--- src/rtl/scan_chain_engine.sv ---
// Multi-word scan-chain load/unload engine: shifts a staged NUM_WORDS x 32-bit buffer into the
// processor scan chain while capturing the chain's previous contents back into the same buffer.
module scan_chain_engine #(
    parameter int NUM_WORDS = 8,
    parameter int AW        = 3
) (
    input  logic          wb_clk_i,
    input  logic          wb_rst_ni,
    input  logic          cfg_we,
    input  logic [AW-1:0] cfg_addr,
    input  logic [31:0]   cfg_wdata,
    output logic [31:0]   cfg_rdata,
    input  logic          start,
    input  logic          proc_en_i,
    output logic          busy,
    output logic          done,
    output logic          start_err,
    output logic          scan_enable,
    output logic          scan_in,
    input  logic          scan_out
);

    localparam int N  = 32 * NUM_WORDS;
    localparam int CW = (N > 1) ? $clog2(N) : 1;

    typedef enum logic {
        IDLE,
        SHIFT
    } state_t;

    state_t          state_q;
    logic [CW-1:0]   cnt_q;
    logic [N-1:0]    shift_buf;

    assign busy    = (state_q == SHIFT);
    assign scan_in = shift_buf[N-1];

    // NOTE: every variable assigned in always_comb gets a default first, so no path infers a latch.
    always_comb begin
        cfg_rdata = '0;
        for (int k = 0; k < NUM_WORDS; k++) begin
            if (cfg_addr == AW'(k)) begin
                cfg_rdata = shift_buf[32*k +: 32];
            end
        end
    end

    // NOTE: all state uses non-blocking assignments so every register samples pre-edge values.
    // NOTE: the buffer is reset explicitly because software can read it straight after reset.
    always_ff @(posedge wb_clk_i or negedge wb_rst_ni) begin
        if (!wb_rst_ni) begin
            state_q     <= IDLE;
            cnt_q       <= '0;
            shift_buf   <= '0;
            done        <= 1'b0;
            start_err   <= 1'b0;
            scan_enable <= 1'b0;
        end else begin
            done      <= 1'b0;
            start_err <= 1'b0;
            case (state_q)
                IDLE: begin
                    // A write accepted alongside start is staged before the first shift edge.
                    for (int k = 0; k < NUM_WORDS; k++) begin
                        if (cfg_we && cfg_addr == AW'(k)) begin
                            shift_buf[32*k +: 32] <= cfg_wdata;
                        end
                    end
                    if (start) begin
                        if (proc_en_i) begin
                            start_err <= 1'b1;
                        end else begin
                            state_q     <= SHIFT;
                            cnt_q       <= CW'(N - 1);
                            scan_enable <= 1'b1;
                        end
                    end
                end
                SHIFT: begin
                    shift_buf <= {shift_buf[N-2:0], scan_out};
                    if (cnt_q == '0) begin
                        scan_enable <= 1'b0;
                        state_q     <= IDLE;
                        done        <= 1'b1;
                    end else begin
                        cnt_q <= cnt_q - 1'b1;
                    end
                end
                default: state_q <= IDLE;
            endcase
        end
    end

endmodule

--- config.mk ---
export PLATFORM = sky130hd
export DESIGN_NAME = scan_chain_engine
export DESIGN_NICKNAME = d
export VERILOG_FILES = /design/src/rtl/scan_chain_engine.sv
export SDC_FILE = /design/constraint.sdc
export NUM_CORES = 1
export LEC_CHECK = 0
export BUFFER_PORTS_ARGS = -buffer_cell sky130_fd_sc_hd__buf_2
export CORE_MARGIN = 3
export CORE_UTILIZATION = 35
export CTS_CLUSTER_DIAMETER = 80
export DETAILED_ROUTE_END_ITERATION = 10
export GPL_ROUTABILITY_DRIVEN = 0
export SLEW_MARGIN = 15
export SYNTH_ARGS = -nofsm -noshare
export SYNTH_HDL_FRONTEND = slang
export SYNTH_SLANG_ARGS = --single-unit
--- constraint.sdc ---
create_clock -name wb_clk_i -period 1.5 [get_ports wb_clk_i]
set_input_delay 0.15 -clock wb_clk_i [delete_from_list [all_inputs] [get_ports wb_clk_i]]
set_output_delay 0.15 -clock wb_clk_i [all_outputs]
set_load 0.01 [all_outputs]
== Word-level counts from Yosys, hierarchy flattened ==
Cells that the tools add are included.
Storage, ports and cells
  bits in registers: 268
Cells by class
  $add $sub $neg: 1
  equality and inequality tests: 19
  muxes and demuxes: 34
  bitwise gates (word level): 1
  reduce and logical (&&, ||, !) cells: 12
Operator list (number)
  2-to-1 mux 32 bit: 16
  case mux 256 bit (2 select lines): 1
  2-to-1 mux 8 bit: 3
  != test 2 bit (second input constant): 11
  case mux 8 bit (2 select lines): 1
  == test 3 bit (second input constant): 4
  2-to-1 mux 1 bit: 11
  logical AND 1 bit: 8
  logical NOT 8 bit: 1
  subtractor 8 x 1 -> 8 bit (second input constant): 1
  == test 3 x 2 -> 1 bit (second input constant): 2
  AND reduction 3 bit: 2
  case mux 1 bit (2 select lines): 2
  == test 3 x 1 -> 1 bit (second input constant): 1
  logical NOT 3 bit: 1
  != test 2 x 1 -> 1 bit (second input constant): 1
  inverter 1 bit: 1

== Longest topological paths before layout ==
Gate-level depths: netlist of run 1.
  depth in word-level cells: 9
  gate-level depth with buffers: 8
  depth with buffers taken out: 6

== Worst setup path before layout of run 1 ==
OpenSTA, ideal clock, no wires.
  path type: register to register
  from: register cnt_q[0]
  to: register cnt_q[7]
  library setup time: 0.069 ns
  arrival time: 1.510 ns
  required time: 1.431 ns
  path slack: -0.079 ns
  cell stages (with the launch flop): 7
  period minus slack after synthesis: 1.579 ns
  path through: dfrtp_1 inv_1 ha_1 and4bb_4 or3_1 or3_1 nand3_1
Between the ends
  longest elaborated chain between the ends: 3
  elaborated cells between the ends (all ways): 6
  those cells by class: add/sub: 1; eq/ne: 1; mux: 2; reduce/logical: 2
RTL lines
  from (decl): RTL line 32  | logic [CW-1:0] cnt_q;
  from (signal assigned): RTL line 74  | cnt_q <= CW'(N - 1);
  from (signal assigned): RTL line 86  | cnt_q <= cnt_q - 1'b1;
  subtractor 8 x 1 -> 8 bit or logical NOT 8 bit (tied branches): RTL line 86, 81
  2-to-1 mux 8 bit or != test 2 bit (tied branches)
  case mux 8 bit (2 select lines) or AND reduction 3 bit (tied branches)
Several ways; a longest one is shown, not always the timed one. The select of a mux whose other input is x is not followed.
A chain may end at the register's enable or synchronous reset.

== Worst setup path after layout of run 1 ==
  from: register shift_buf[1]
  to: output port cfg_rdata[1]
Between the ends
  longest elaborated chain between the ends: 8
RTL lines
  from (decl): RTL line 33  | logic [N-1:0] shift_buf;
  from (signal, indexed assignment): RTL line 66  | shift_buf[32*k +: 32] <= cfg_wdata;
  from (signal assigned): RTL line 80  | shift_buf <= {shift_buf[N-2:0], scan_out};
  2-to-1 mux 32 bit (8 in a row): RTL line 42  | if (cfg_addr == AW'(k)) begin
  to (decl): RTL line 12  | output logic [31:0] cfg_rdata,
No other way between the ends.

==> results of run 1 <==
## repair_timing
item                                   4_1_cts  5_1_grt
cloned                                       0        5
setup endpoints to repair                   37      157
endpoints found under the hold margin      513        0
hold buffers                                36        0
gates resized for setup                     59       27
pin swaps                                   25       25
setup buffers                               79       19
## cells by family (layout without fill, tap and decap cells)
family                     Yosys count  in the layout  share of synthesized area
buffers and inverters              159            374                    0.05225
DFF                                268            268                     0.4517
adders and majority gates            2              2                   0.001685
muxes                              381            381                     0.2569
AOI/OAI and AO/OA                  373            373                     0.1311
and+or+nand+nor                    386            386                     0.1063
## critical path, delay by kind of cell (launching register included)
family	cells	cell delay (ns)
DFF	1	0.37
AOI/OAI and AO/OA	2	0.32
buffers and inverters	1	0.19
and+or+nand+nor	1	0.11
muxes	1	0.07
## worst min-delay path by stage
stage	startpoint	depth (start not counted)	end
2_1_floorplan	wb_rst_ni	0	busy$_DFF_PN0_
3_3_place_gp	wb_rst_ni	1	shift_buf[38]$_DFFE_PN0P_
5_1_grt	wb_rst_ni	2	shift_buf[193]$_DFFE_PN0P_
3_5_place_dp	wb_rst_ni	1	shift_buf[38]$_DFFE_PN0P_
4_1_cts	wb_rst_ni	2	shift_buf[193]$_DFFE_PN0P_
6_report	wb_rst_ni	2	shift_buf[193]$_DFFE_PN0P_
## state kept, by name (all words and copies together), names as in the netlist
name / cells
done: 1
cnt_q: 8
shift_buf: 256
scan_enable: 1
busy: 1
start_err: 1
## Yosys cell counts, types with 3 or more instances
cell type and number:
nand2_1 263, o21ai_1 137, mux2i_1 381, o21ai_0 155
nor2b_1 4, buf_4 26, or3_1 3, buf_1 3
a31oi_1 3, clkbuf_1 97, a21oi_1 36, buf_6 7
o22ai_1 30, nor2_1 92, nor3b_1 3, buf_2 23
dfrtp_1 268, inv_1 3
## per-layer routing
metal	part of all wire	wire, um	vias to the layer above	GRT usage
met2	0.47	19960	230	0.3090
met5	0	0	-	0
met4	0.018	747	0	0.03926
li1	-	-	5830	-
met3	0.037	1549	46	0.02445
met1	0.48	20150	6051	0.2580
## through the flow
stage                       util  hold WS, ns  instances  setup WS, ns  TNS (ns)
final                     0.4577      0.07328       2316       -0.3059    -7.809
after global routing      0.4577      0.09075       2316       -0.4324    -11.26
after CTS                 0.4481      0.05758       2292       -0.3570    -8.859
after detailed placement  0.3978      0.08524       2126       -0.1167    -3.817
after global placement    0.3978      0.08808       2126       -0.1266    -1.323
after floorplan                -      -0.1456       1569      -0.04057  -0.07525
## cell type report
| class | instances | area, um2 | area share |
|---|---|---|---|
| Clock buffer | 42 | 887.1 | 0.04683 |
| Clock inverter | 13 | 156.4 | 0.008257 |
| Inverter | 3 | 11.26 | 0.0005945 |
| Multi-Input combinational cell | 1142 | 7559 | 0.3990 |
| Sequential cell | 268 | 6711 | 0.3543 |
| Tap cell | 532 | 665.6 | 0.03514 |
| Timing Repair Buffer | 316 | 2952 | 0.1558 |
## report_power, final
| part | internal [W] | switching (W) |
|---|---|---|
| registers | 0.0107 | 0.00285 |
| clock network | 0.00464 | 0.00314 |
| logic | 0.00611 | 0.00574 |
==> run metrics, run 1 <==
skew final 0.01964 ns; Slew headroom 0.7319; Critical R2R Capture cnt_q[7]$_DFFE_PN0P_; CTS clk-pin slew, worst paths 0.06 ns; Die Ht roughly 210 um; die area 44920 um2; Pins Over Slew Limit 0; Peak Freq approximately 550 MHz; cell taking the most area after synthesis dfrtp_1; Area Overhead vs Synth 27.59%; DRT Pass-1 Iters 5; crit-path max FO 2; Clock Latency Late Sink a little under 0.6 ns; Critical Path Max Stage Delay 0.37 ns; FILL cells around 3900; P per Cell Area 1751 nW/um2; CTS buffer count 31; Vias between 10000 and 15000; vias per inst roughly 5.2; Net count, final 1805; CTS tree done; Hold WC Path Type in2async; Hold Fails Final Rpt 0; EDFF count, synth 0; antenna diode count 0; number of global-route vias before repair 12630; post-DP HPWL 27060 um; cells along the critical path mux2i_1, nor2_1, a21oi_2, o221ai_2, buf_4; CTS root buf clkbuf_16; Worst Setup SP shift_buf[1]$_DFFE_PN0P_; CP Capture Type primary output; Core Box Area 41390 um2; period utilization 1.204; Reg2Reg Depth 4; yosys warns 0; top post-synthesis cells by area dfrtp_1 45%, mux2i_1 26%, nand2_1 6.6%; flop-to-flop setup slack -0.12 ns; share of cells above drive strength 1 0.2147; Worst path slowest cell dfrtp_1; Mapped Cells 1569; setup ws final -0.3059 ns; Rows 74; Crit path required time about 1.4 ns; Netlist cell types 44; violated checks setup timing; largest net degree at the start of global routing 70; reg2reg start cnt_q[5]$_DFFE_PN0P_; placed standard-cell area 16460 um2; Initial Util 0.3587; GRT Overall Usage 0.1850; grt ovf 0; Worst Setup EP cfg_rdata[1]; total power 0.03317 W; sequential fraction of the synthesis area 0.4517; Synth Register Bits 268; most common cell after layout, fill and taps aside mux2i_1; Yosys top cell area share 0.4517; Clock Path Buffers 3; DR WL/cell around 18 um; Mean Syn Cell Area 9.462 um2; leakage power 9.301 nW; Die Width 212.0 um; kind of critical path reg2out; Port Buf Inserts 77; Post-DRT Antenna Nets 0; status finished with violations; Worst Setup Start Kind flop; Routed WL 42400 um; # DRC 0; Boundary Pins a little under 80; RSZ-0062 raised after global routing yes; maximum capacitance violations 0; Critical Path AT between 1.5 and 2 ns; Slew @ Worst Pin 0.4021 ns; Tmin final 1.806 ns; net count after synthesis 1612; Design Area, Final 18940 um2; H-tree levels 1; Top FF cell, synth dfrtp_1; Async SR Flop Fraction 1.000; Clock Sinks 268; most frequent cells in the layout 378 x mux2i_1, 266 x dfrtp_1, 262 x nand2_1; initial antenna violation count 0; Synth Cell Area roughly 15000 um2; Worst VDD drop 0.0009314 V; first-pass GRT wire length 68080 um; 1st-iter DRT viols about 800; Final Setup Violations 34
(Power assumes the default switching activity.)
==> run 2: changes to the inputs <==
- SETUP_SLACK_MARGIN: default -> 0.2
==> run 2 against run 1 <==
  * Routed wire length rose by 31%
  * Largest cell class unchanged
  * Non-clock buffer count rose by 56
  * Via count up 12%
  * Sequential power up 7%
  * Register-to-register slack barely moved
  * The run still ends with setup timing left
  * Critical path type unchanged
  * Core utilization increased by 9.4 points
  * Clock power is 10% higher
  * Clock-buffer cell count increased by 10
  * Global-route usage is 2.4 points higher
  * Die area unchanged
  * Sequential cell count unchanged
==> run metrics, run 2 (synthesized netlist as in run 1, its figures left out) <==
status finished with violations; violated checks setup timing; die area 44920 um2; Post-DRT Antenna Nets 0; Routed WL 55440 um; Worst Setup Start Kind flop; Critical Path Max Stage Delay 0.40 ns; Rows 74; most frequent cells in the layout 379 x mux2i_1, 261 x dfrtp_1, 177 x o21ai_2; cells along the critical path mux2i_1, buf_4, o221ai_2, buf_2; Clock Latency Late Sink 0.53 ns; total power 0.03969 W; CTS clk-pin slew, worst paths 0.06 ns; Hold WC Path Type in2reg; final core occ 0.5512; Vias between 10000 and 15000; Fin Hold WS 0.02497 ns; Design Area, Final about 23000 um2; # DRC 0; Net count, final 1864; DRT Pass-1 Iters 5; Pins Over Slew Limit 0; leakage power 10.75 nW; Clock Path Buffers 3; Final Setup Violations 74; max reg flops ~260; Initial Util 0.3587; maximum capacitance violations 0; H-tree levels 2; antenna diode count 0; Port Buf Inserts 77; post-DP HPWL 26940 um; biggest regs shift_buf: 256 flops, cnt_q: 8 flops; GRT Overall Usage 0.2090; Biggest register shift_buf; DR WL/cell around 23 um; setup ws final -0.3308 ns; Tmin final between 1.5 and 2 ns; period utilization 1.221; vias per inst 5.738; CP Capture Type primary output; most common cell after layout, fill and taps aside mux2i_1; Crit path required time 1.35 ns; initial antenna violation count 1; Die Width between 200 and 250 um; Clock Sinks 268; grt ovf 0; Core Box Area 41390 um2; Die Ht 212.0 um; P per Cell Area 1740 nW/um2; share of cells above drive strength 1 0.4648; CTS root buf clkbuf_16; Worst path slowest cell dfrtp_1; Critical Path AT 1.68 ns; Boundary Pins 78; 1st-iter DRT viols around 1100; skew final approximately 0.012 ns; FILL cells 3256; crit-path max FO 3; Slew headroom 0.7090; RSZ-0062 raised after global routing yes; Hold Fails Final Rpt 0; largest net degree at the start of global routing 81; kind of critical path reg2out; placed standard-cell area 16420 um2; Slew @ Worst Pin 0.4356 ns; Peak Freq 546.2 MHz; CTS buffer count 34; Area Overhead vs Synth 53.67%; first-pass GRT wire length 74860 um; number of global-route vias before repair 13090; CTS tree done; Worst VDD drop 0.001148 V
run 2: changes by cell type in the layout (fill, tap and decap cells not counted), sizes merged, moves of 2 or more:
cell	change
clkinv	-2
dlygate4sd3	-28
clkbuf	+35
buf	+58
run 2: final timing paths:
kind	startpoint	to	slack, ns	cells past startpoint
worst max-delay path	shift_buf[129]$_DFFE_PN0P_	cfg_rdata[1]	-0.33	4
worst min-delay path	cfg_wdata[5]	shift_buf[165]$_DFFE_PN0P_	0.02	3
worst max register to register	cnt_q[3]$_DFFE_PN0P_	cnt_q[7]$_DFFE_PN0P_	-0.13	4
worst min register to register	scan_enable$_DFFE_PN0P_	scan_enable$_DFFE_PN0P_	0.49	2
max in group asynchronous	wb_rst_ni	shift_buf[89]$_DFFE_PN0P_	0.71	3
min in group asynchronous	wb_rst_ni	shift_buf[104]$_DFFE_PN0P_	0.10	2
run 2: metal layers:
| layer | global-route usage | up-vias | wire (um) |
|---|---|---|---|
| met3 | 0.03186 | 126 | 3020 |
| met2 | 0.3538 | 514 | 27830 |
| met1 | 0.2753 | 6969 | 22780 |
| met4 | 0.06767 | 2 | 1796 |
| li1 | - | 6035 | - |
| met5 | 0 | - | 17 |
run 2: stage by stage:
step	setup WS [ns]	std cells	setup TNS, ns
CTS	-0.3017	2304	-7.016
detailed placement	-0.1072	2117	-1.883
finish	-0.3308	2378	-8.919
global placement	-0.07547	2117	-0.4466
global route	-0.3705	2378	-13.18
floorplan	-0.04023	1569	-0.07874
run 2: power breakdown:
| group | switching, W | internal (W) | total, W |
|---|---|---|---|
| registers | 0.00388 | 0.0107 | 0.0146 |
| logic | 0.00796 | 0.00856 | 0.0165 |
| clock network | 0.00333 | 0.00524 | 0.00857 |
run 2: layout make-up:
| class | instances | area [um2] | area share |
|---|---|---|---|
| Sequential cell | 268 | 6718 | 0.2945 |
| Inverter | 3 | 13.76 | 0.0006033 |
| Tap cell | 532 | 665.6 | 0.02918 |
| Multi-Input combinational cell | 1142 | 9454 | 0.4144 |
| Timing Repair Buffer | 372 | 4798 | 0.2103 |
| Clock inverter | 9 | 101.3 | 0.004442 |
| Clock buffer | 52 | 1062 | 0.04656 |
run 2: timing repair:
action                                  4_1_cts  5_1_grt
endpoints found under the setup margin      130      301
cloned                                       27       47
endpoints found under the hold margin       274        0
buffers inserted                             91       27
pin swaps                                   117      192
hold buffers                                  8        0
gates resized for setup                     246      545
run 2: critical path, delay by kind of cell (launching register included):
kind | cells | cell delay (ns)
flops | 1 | 0.40
buf+inv | 2 | 0.35
compound gates | 1 | 0.27
mux | 1 | 0.12
==> run 3: changes to the inputs <==
- CTS_BUF_LIST: default -> sky130_fd_sc_hd__clkbuf_4
==> run 3 against run 2 <==
  * The flow still finishes with violations (setup timing)
  * Worst setup slack lost 0.20 ns
  * Core utilization rose by 1.5 points
  * Clock-buffer cell count is 66 higher
  * Critical path depth rose by 1
  * Cell count increased by 6.7%
  * Final area increased by 2.8%
  * Routed wire length increased by 4.0%
  * Largest power group unchanged
==> run metrics, run 3 (synthesized netlist as in run 1, its figures left out) <==
Port Buf Inserts between 70 and 80; Hold Fails Final Rpt 0; Post-Layout Cell Count 2537; H-tree levels 3; Clock Sinks 268; kind of critical path reg2out; DRT Pass-1 Iters 7; reg2reg start busy$_DFF_PN0_; violated checks setup timing; crit-path max FO 2; post-DP HPWL 26940 um; max reg flops 256; Clock Latency Late Sink 0.77 ns; initial antenna violation count 2; Tmin final 2.026 ns; CTS clk-pin slew, worst paths 0.06 ns; CP Capture Type primary output; Crit path required time about 1.4 ns; Vias 14290; FILL cells around 3200; Rows between 70 and 80; CTS buffer count 80; Biggest register shift_buf; number of global-route vias before repair 13600; Worst Setup SP shift_buf[140]$_DFFE_PN0P_; Peak Freq 493.5 MHz; Slew headroom 0.7190; Fin Hold WS ~0.11 ns; share of cells above drive strength 1 0.4920; Worst VDD drop about 0.00083 V; DR WL/cell 22.73 um; Initial Util 0.3587; most frequent cells in the layout 378 x mux2i_1, 261 x dfrtp_1, 179 x o21ai_2; CTS root buf clkbuf_4; biggest regs shift_buf: 256 flops, cnt_q: 8 flops; Final Setup Violations 124; Area Overhead vs Synth 57.99%; Critical Path AT 1.88 ns; maximum capacitance violations 0; Worst Setup Start Kind flop; Core Box Area slightly above 40000 um2; vias per inst ~5.6; Post-DRT Antenna Nets 0; P per Cell Area about 1700 nW/um2; Net count, final 1983; Pins Over Slew Limit 0; Hold WC Path Type in2reg; Routed WL between 50000 and 60000 um; Reg2Reg Depth 8; Slew @ Worst Pin between 0.4 and 0.5 ns; RSZ-0062 raised after global routing yes; setup ws final -0.5265 ns; first-pass GRT wire length roughly 76000 um; status finished with violations; 1st-iter DRT viols 1219; skew final about 0.060 ns; Die Width 212.0 um; # DRC 0; Die Ht approximately 210 um; most common cell after layout, fill and taps aside mux2i_1; CTS tree done; placed cells 2117; period utilization 1.351; largest net degree at the start of global routing 81; grt ovf 0; leakage power 11.17 nW; Clock Path Buffers 3; die area 44920 um2; Boundary Pins approximately 80; GRT Overall Usage 0.2126; HP Start cfg_addr[2]; Cells on Worst Hold Path 5
==> run 3: changes by cell type in the layout (fill, tap and decap cells not counted), sizes merged <==
| cell | before | now |
|---|---|---|
| buf | 333 | 372 |
| bufbuf | 1 | 0 |
| bufinv | 2 | 0 |
| clkbuf | 82 | 154 |
| clkinv | 5 | 26 |
| clkinvlp | 1 | 0 |
| diode | 0 | 1 |
| dlygate4sd3 | 8 | 37 |
| inv | 4 | 5 |
==> run 3: power breakdown <==
group	internal, W	total, W	leakage, nW	switching [W]
registers	0.0107	0.0145	3.31	0.00377
logic	0.00900	0.0173	7.26	0.00825
clock network	0.00361	0.00713	0.597	0.00353
==> run 3: what timing repair did <==
item | CTS | global route
setup endpoints to repair | 111 | 303
gates resized for setup | 418 | 413
gates cloned | 31 | 59
hold buffers | 37 | 0
pin swaps | 214 | 164
setup buffers | 86 | 60
endpoints found under the hold margin | 532 | 0
==> run 3: worst paths after layout <==
path,to,slack (ns)
setup / recovery,cfg_rdata[12],-0.53
hold / removal,shift_buf[173]$_DFFE_PN0P_,0.11
setup reg to reg,shift_buf[250]$_DFFE_PN0P_,-0.11
hold reg to reg,shift_buf[253]$_DFFE_PN0P_,0.48
max in group asynchronous,busy$_DFF_PN0_,0.38
min in group asynchronous,shift_buf[231]$_DFFE_PN0P_,0.42
==> run 3: final cells by class <==
type	count	area, um2	share of cell area
Antenna cell	1	2.502	0.0001067
Clock inverter	28	107.6	0.004588
Inverter	3	13.76	0.0005868
Timing Repair Buffer	445	5608	0.2391
Tap cell	532	665.6	0.02838
Sequential cell	268	6718	0.2864
Multi-Input combinational cell	1142	9453	0.4030
Clock buffer	118	885.9	0.03777
==> run 3: metrics by stage <==
stage / power, W / setup TNS (ns) / utilization / area (um2) / worst slack, ns
after floorplan: 0.01966 / -0.07874 / - / 14930 / -0.04023
after global placement: 0.02268 / -0.4466 / 0.3968 / 16420 / -0.07547
after detailed placement: 0.02306 / -1.883 / 0.3968 / 16420 / -0.1072
after CTS: 0.03391 / -14.79 / 0.4920 / 20360 / -0.5224
after global routing: 0.04117 / -23.90 / 0.5667 / 23450 / -0.6182
final: 0.03887 / -16.87 / 0.5667 / 23450 / -0.5265
==> run 3: layer usage <==
metal	share of wire	GRT usage
met1	0.40	0.2779
met2	0.49	0.3587
met3	0.063	0.03986
met4	0.037	0.06536
met5	0.00023	0
==> run 3: worst max-delay path, cell delays in order (launching register included) <==
cell,delay [ns]
dfrtp_1,0.40
mux2i_1,0.20
o22ai_1,0.15
nor2_1,0.14
o21ai_1,0.09
buf_2,0.14
